`src/rtl/shift_add_mult.sv`:
```
// Sequential unsigned shift-and-add multiplier: WIDTH iterations, start/busy/done handshake.
// Optional MULT_ZERO_SKIP_EN: a zero operand finishes in one edge and never enters RUN.
module shift_add_mult #(
  parameter int WIDTH = 4
) (
  input  logic               clk,
  input  logic               rst,
  input  logic               start,
  input  logic [WIDTH-1:0]   a,
  input  logic [WIDTH-1:0]   b,
  output logic               busy,
  output logic               done,
  output logic [2*WIDTH-1:0] p,
  output logic [1:0]         dbg_state
);

  // Handshake: start is sampled only in IDLE or DONE; busy is high for the
  // whole RUN phase; done is a one-cycle pulse and p is valid from that cycle
  // until the next done. busy and done are decoded from the state register.

  localparam int CW = $clog2(WIDTH + 1);

  typedef enum logic [1:0] {
    S_IDLE = 2'd0,
    S_RUN  = 2'd1,
    S_DONE = 2'd2
  } state_t;

  state_t             state_q, state_d;
  logic [WIDTH-1:0]   mcand_q, mcand_d;
  logic [WIDTH-1:0]   acc_q, acc_d;
  logic [WIDTH-1:0]   q_q, q_d;
  logic [CW-1:0]      count_q, count_d;
  logic [2*WIDTH-1:0] p_q, p_d;

  logic [WIDTH-1:0]   addend;
  logic [WIDTH:0]     sum_full;

  // Adder stage: carry-out lands in sum_full[WIDTH] and is shifted into acc.
  assign addend   = q_q[0] ? mcand_q : '0;
  assign sum_full = {1'b0, acc_q} + {1'b0, addend};

  always_ff @(posedge clk) begin
    if (rst) begin
      state_q <= S_IDLE;
      mcand_q <= '0;
      acc_q   <= '0;
      q_q     <= '0;
      count_q <= '0;
      p_q     <= '0;
    end else begin
      state_q <= state_d;
      mcand_q <= mcand_d;
      acc_q   <= acc_d;
      q_q     <= q_d;
      count_q <= count_d;
      p_q     <= p_d;
    end
  end

  always_comb begin
    state_d = state_q;
    mcand_d = mcand_q;
    acc_d   = acc_q;
    q_d     = q_q;
    count_d = count_q;
    p_d     = p_q;
    case (state_q)
      S_IDLE, S_DONE: begin
        if (start) begin
          mcand_d = a;
          q_d     = b;
          acc_d   = '0;
          count_d = CW'(WIDTH);
          state_d = S_RUN;
`ifdef MULT_ZERO_SKIP_EN
          if ((a == '0) || (b == '0)) begin
            state_d = S_DONE;
            p_d     = '0;
          end
`endif
        end else if (state_q == S_DONE) begin
          state_d = S_IDLE;
        end
      end
      S_RUN: begin
        acc_d   = sum_full[WIDTH:1];
        q_d     = {sum_full[0], q_q[WIDTH-1:1]};
        count_d = count_q - CW'(1);
        if (count_q == CW'(1)) begin
          state_d = S_DONE;
          p_d     = {sum_full[WIDTH:1], sum_full[0], q_q[WIDTH-1:1]};
        end
      end
      default: state_d = S_IDLE;
    endcase
  end

  assign busy      = (state_q == S_RUN);
  assign done      = (state_q == S_DONE);
  assign p         = p_q;
  assign dbg_state = state_q;

endmodule
```
`config.mk`:
```
export PLATFORM = sky130hd
export DESIGN_NAME = shift_add_mult
export DESIGN_NICKNAME = d
export VERILOG_FILES = /design/src/rtl/shift_add_mult.sv
export SDC_FILE = /design/constraint.sdc
export NUM_CORES = 1
export LEC_CHECK = 0
export ABC_AREA = 1
export CAP_MARGIN = 20
export CORE_AREA = 2 2 51 53
export DETAILED_ROUTE_END_ITERATION = 12
export DIE_AREA = 0 0 53 55
export PLACE_DENSITY = 0.88
export SETUP_SLACK_MARGIN = 0.1
export SLEW_MARGIN = 20
export SYNTH_ARGS = -nofsm -noshare
export SYNTH_HDL_FRONTEND = slang
export SYNTH_SLANG_ARGS = --single-unit
export TNS_END_PERCENT = 1
```
`constraint.sdc`:
```
create_clock -name clk -period 3.9 [get_ports clk]
set_input_delay 0.39 -clock clk [delete_from_list [all_inputs] [get_ports clk]]
set_output_delay 0.39 -clock clk [all_outputs]
set_load 0.01 [all_outputs]
```
Word-level counts from Yosys, hierarchy flattened
Cells that the tools add are included.

Register bits after elaboration: 25. Bits of input ports: 11. Logic and storage cells: 32.

Equal/unequal tests: 6. $add $sub $neg: 2. Reduce and logical (&&, ||, !) cells: 7. Mux-type cells: 11.

Operators by type and width (number): $pmux 4 s2 (2); $mux 4 (3); $reduce_and 2->1 (4); $mux 2 (3); $pmux 3 s2 (1); $add 4x4->5 (1); $pmux 2 s2 (1); $eq 3x1->1 const B (1); $mux 3 (1); $ne 3x3->1 const B (1); $sub 3x1->3 const B (1); $eq 2x1->1 const B (1); $eq 2x2->1 const B (1); $logic_not 2->1 (1); $ne 2x1->1 const B (1); $ne 2x2->1 const B (1); $reduce_bool 2->1 (1); $reduce_or 2->1 (1).

Depth between registers and ports, before layout
Word-level depth: 4. Depth in mapped cells: 10. Mapped depth without buffers: 10.

Worst setup path before layout
Ideal clock, no wire load.

Path kind: reg2reg. Start: reg q_q[0]. End: reg p_q[5], in the netlist p[5]. Period minus slack after synthesis: 1532 ps. Buffers on the path: 0. Data required time: 3830 ps. Stages on the path, launching flop included: 9. Setup time: 70 ps. Path slack: 2368 ps. Arrival time: 1462 ps. Path through: dfxtp_1 nand2_1 inv_1 ha_1 inv_1 fa_1 xnor2_1 nand2_1 a21oi_1.

Cells in the longest elaborated chain, start to end: 2.

RTL lines: start: declaration (RTL line 32) `logic [WIDTH-1:0] q_q, q_d;`; start signal: assignment (RTL line 55) `q_q <= q_d;`; $mux 4 (RTL line 40) `assign addend = q_q[0] ? mcand_q : '0;`; $add 4x4->5 (RTL line 41) `assign sum_full = {1'b0, acc_q} + {1'b0, addend};`; end signal: assignment (RTL line 57) `p_q <= p_d;`; end: declaration (RTL line 34) `logic [2*WIDTH-1:0] p_q, p_d;`.

No other way between the ends. A chain may end at the register's enable or synchronous reset.

Final worst setup path
Start: reg state_q[0], in the netlist dbg_state[0]. End: out busy.

Cells in the longest elaborated chain, start to end: 1.

RTL lines: start: declaration (RTL line 29) `state_t state_q, state_d;`; start signal: assignment (RTL line 52) `state_q <= state_d;`; $eq 2x1->1 (RTL line 99) `assign busy = (state_q == S_RUN);`; end: declaration (RTL line 11) `output logic busy,`.

No other way between the ends.

==> results.json <==
{
  "drc": 0,
  "track_usage_pct": 19.19,
  "critPathMaxFanout": 12,
  "globalRouteOverflowTotal": 0,
  "cts_tree": "done",
  "ys_seq_area_share_pct": 40.36,
  "vias_per_cell": 5.082,
  "clockBufferDepth": 2,
  "multi_input_area_um2": 595.6,
  "p_leak_nw": 0.6422,
  "arrival_ns": 1.67,
  "routed.top_layer": "met4",
  "place_congestion": 0.8566,
  "start_util_pct": 52.43,
  "synth_cell_types": 29,
  "nets": 196,
  "n_antenna_cell": 0,
  "drt-total-wl_mm": 2.551,
  "synth-seq-cells": 25,
  "area_growth_pct": 19.17,
  "drt_iter0_markers": 17,
  "post_cts_buffers": 0,
  "synth_top_cell_by_area": "dfxtp_1",
  "tightestPinTransition_ns": 0.4446,
  "grt_pass1_vias": 1009,
  "final.setup.worst_slack_ns": 1.837,
  "clock-sinks": 25,
  "ant_nets": 0,
  "rsz0062_at_grt": "false",
  "htree_levels": 1,
  "yosys_warnings": 0,
  "cts-root-buf": "clkbuf_4",
  "clkLatencyLatePin_ns": 0.34,
  "utilization_pct": 62.49,
  "synthesis.nets": 173,
  "synth_compound_area_share_pct": 13.42,
  "met1_length_mm": 1.090,
  "ys_top_cells_by_area": "dfxtp_1 40%, nand2_1 7.6%, ha_1 6.1%",
  "io_pins": 23,
  "powerDensity_nw_per_um2": 334.7,
  "fin_crit_sh_pct": 52.90,
  "num_vias": 1052,
  "cap_violations": 0,
  "postCtsResizedCells": 0,
  "synth_top_family_by_area": "simple AND/OR/NAND/NOR gates",
  "place_ws_ns": 2.119,
  "synthXorXnorAreaFrac_pct": 1.413,
  "antenna_found_initial": 0,
  "cp-start-kind": "flop",
  "status": "complete, no violations",
  "numCtsBuffers": 3,
  "wl_met2_mm": 1.317,
  "die_h_um": 55,
  "fin_skew_ns": 0.01916,
  "avgSynthCellArea_um2": 8.000,
  "netlist_instances": 155,
  "relSlewSlack_pct": 70.26,
  "dieArea_um2": 2915,
  "fillers": 210,
  "wl_per_cell_um": 12.32,
  "regArea_um2": 500.5,
  "final_cell_mix": "25 x nand2_1, 25 x dfxtp_1, 22 x clkdlybuf4s50_1",
  "ir_drop_mv": 0.3063,
  "grt_first_pass_wirelength_mm": 4.105,
  "wl_met3_um": 92,
  "drv_slew": 0,
  "worstSetupPathType": "flop to output port",
  "path_clk_slew_ns": 0.15,
  "yosys.area_share.adder_pct": 7.669,
  "dp_hpwl_mm": 2.003,
  "setup_viol": 0,
  "max_freq_mhz": 484.7,
  "report.final.hold_viol_count": 0,
  "hold_buffers": 0,
  "endpoint_kind": "output port",
  "rows": 18,
  "coreArea_um2": 2365,
  "chipWidth_um": 53,
  "critPathRequiredTime_ns": 3.51,
  "synthSimpleGateAreaFrac_pct": 25.53,
  "first_pass_iters": 4,
  "finalSetupTns_ns": 0,
  "hold_path.class": "flop to flop",
  "syn_area_um2": 1240,
  "grt_max_degree": 18,
  "synth_top_area_share_pct": 40.36,
  "min_period_ns": 2.063,
  "numPortBuffers": 22,
  "synthMuxAreaShare_pct": 0,
  "drive_gt1_share_pct": 12.43
}
-- cell families after synthesis --
group,after synthesis
xor+xnor,2
flops,25
simple gates,64
buf+inv,28
compound gates,29
fa+ha+maj,7
-- synth_stat cells --
| cell type | instances |
|---|---|
| nor2_1 | 20 |
| nor3_1 | 2 |
| nor3_2 | 2 |
| buf_6 | 2 |
| inv_2 | 3 |
| nor2_8 | 1 |
| ha_1 | 6 |
| xnor2_1 | 1 |
| o211ai_1 | 2 |
| nand2_1 | 25 |
| nand3_1 | 7 |
| xor2_1 | 1 |
| nand2_2 | 2 |
| o21ai_0 | 10 |
| buf_4 | 1 |
| nand2_4 | 3 |
| o21ai_2 | 2 |
| buf_12 | 1 |
| fa_1 | 1 |
| a21oi_2 | 2 |
| o22ai_1 | 1 |
| o21ai_1 | 3 |
| a21oi_1 | 9 |
| inv_4 | 1 |
| or2_1 | 1 |
| dfxtp_1 | 25 |
| inv_1 | 19 |
| nand3_2 | 1 |
| clkinv_2 | 1 |
-- power breakdown --
part / internal, mW / switching (mW) / leakage [nW]
Clock: 0.0393 / 0.0834 / 0.0139
Sequential: 0.271 / 0.0115 / 0.204
Combinational: 0.0374 / 0.0521 / 0.424
-- sequential cells by signal, indices dropped and copies added (netlist names) --
| register | count |
|---|---|
| p | 8 |
| acc_q | 4 |
| mcand_q | 4 |
| q_q | 4 |
| count_q | 3 |
| dbg_state | 2 |
-- worst max-delay path, stage by stage (launching register included) --
cell and delay (ns):
dfxtp_1 0.45, nand2_4 0.15, inv_4 0.17, clkdlybuf4s50_1 0.57
-- stage by stage --
stage	total power [mW]	hold slack, ns	cells	instance area (µm²)
finish	0.4946	0.4857	207	1478
global route	0.5162	0.5062	207	1478
CTS	0.4949	0.4837	207	1478
detailed placement	0.3768	0.4632	203	1448
global placement	0.3727	0.4589	203	1448
floorplan	0.3519	0.4382	155	1240
-- path summary, 6_finish.rpt --
check / from / endpoint / slack (ns) / cells past startpoint
setup / recovery: dbg_state[0] / busy / 1.84 / 3
hold / removal: p[5] / p[5] / 0.49 / 2
setup reg to reg: q_q[0] / p[5] / 2.21 / 8
hold reg to reg: p[5] / p[5] / 0.49 / 2
-- routing by layer --
metal  GRT usage, %  vias to the layer above
met5              0                        -
met4          8.974                        0
met3          2.688                        8
met2          35.00                       23
met1          22.30                      485
li1               -                      536
-- cell type report --
cell class,count,share of cell area [%]
Inverter,24,6.351
Multi-Input combinational cell,102,40.30
Sequential cell,25,33.87
Clock buffer,3,1.524
Tap cell,30,2.540
Timing Repair Buffer,22,14.90
Clock inverter,1,0.5080
Note: power is estimated with default switching activity, not from simulation.
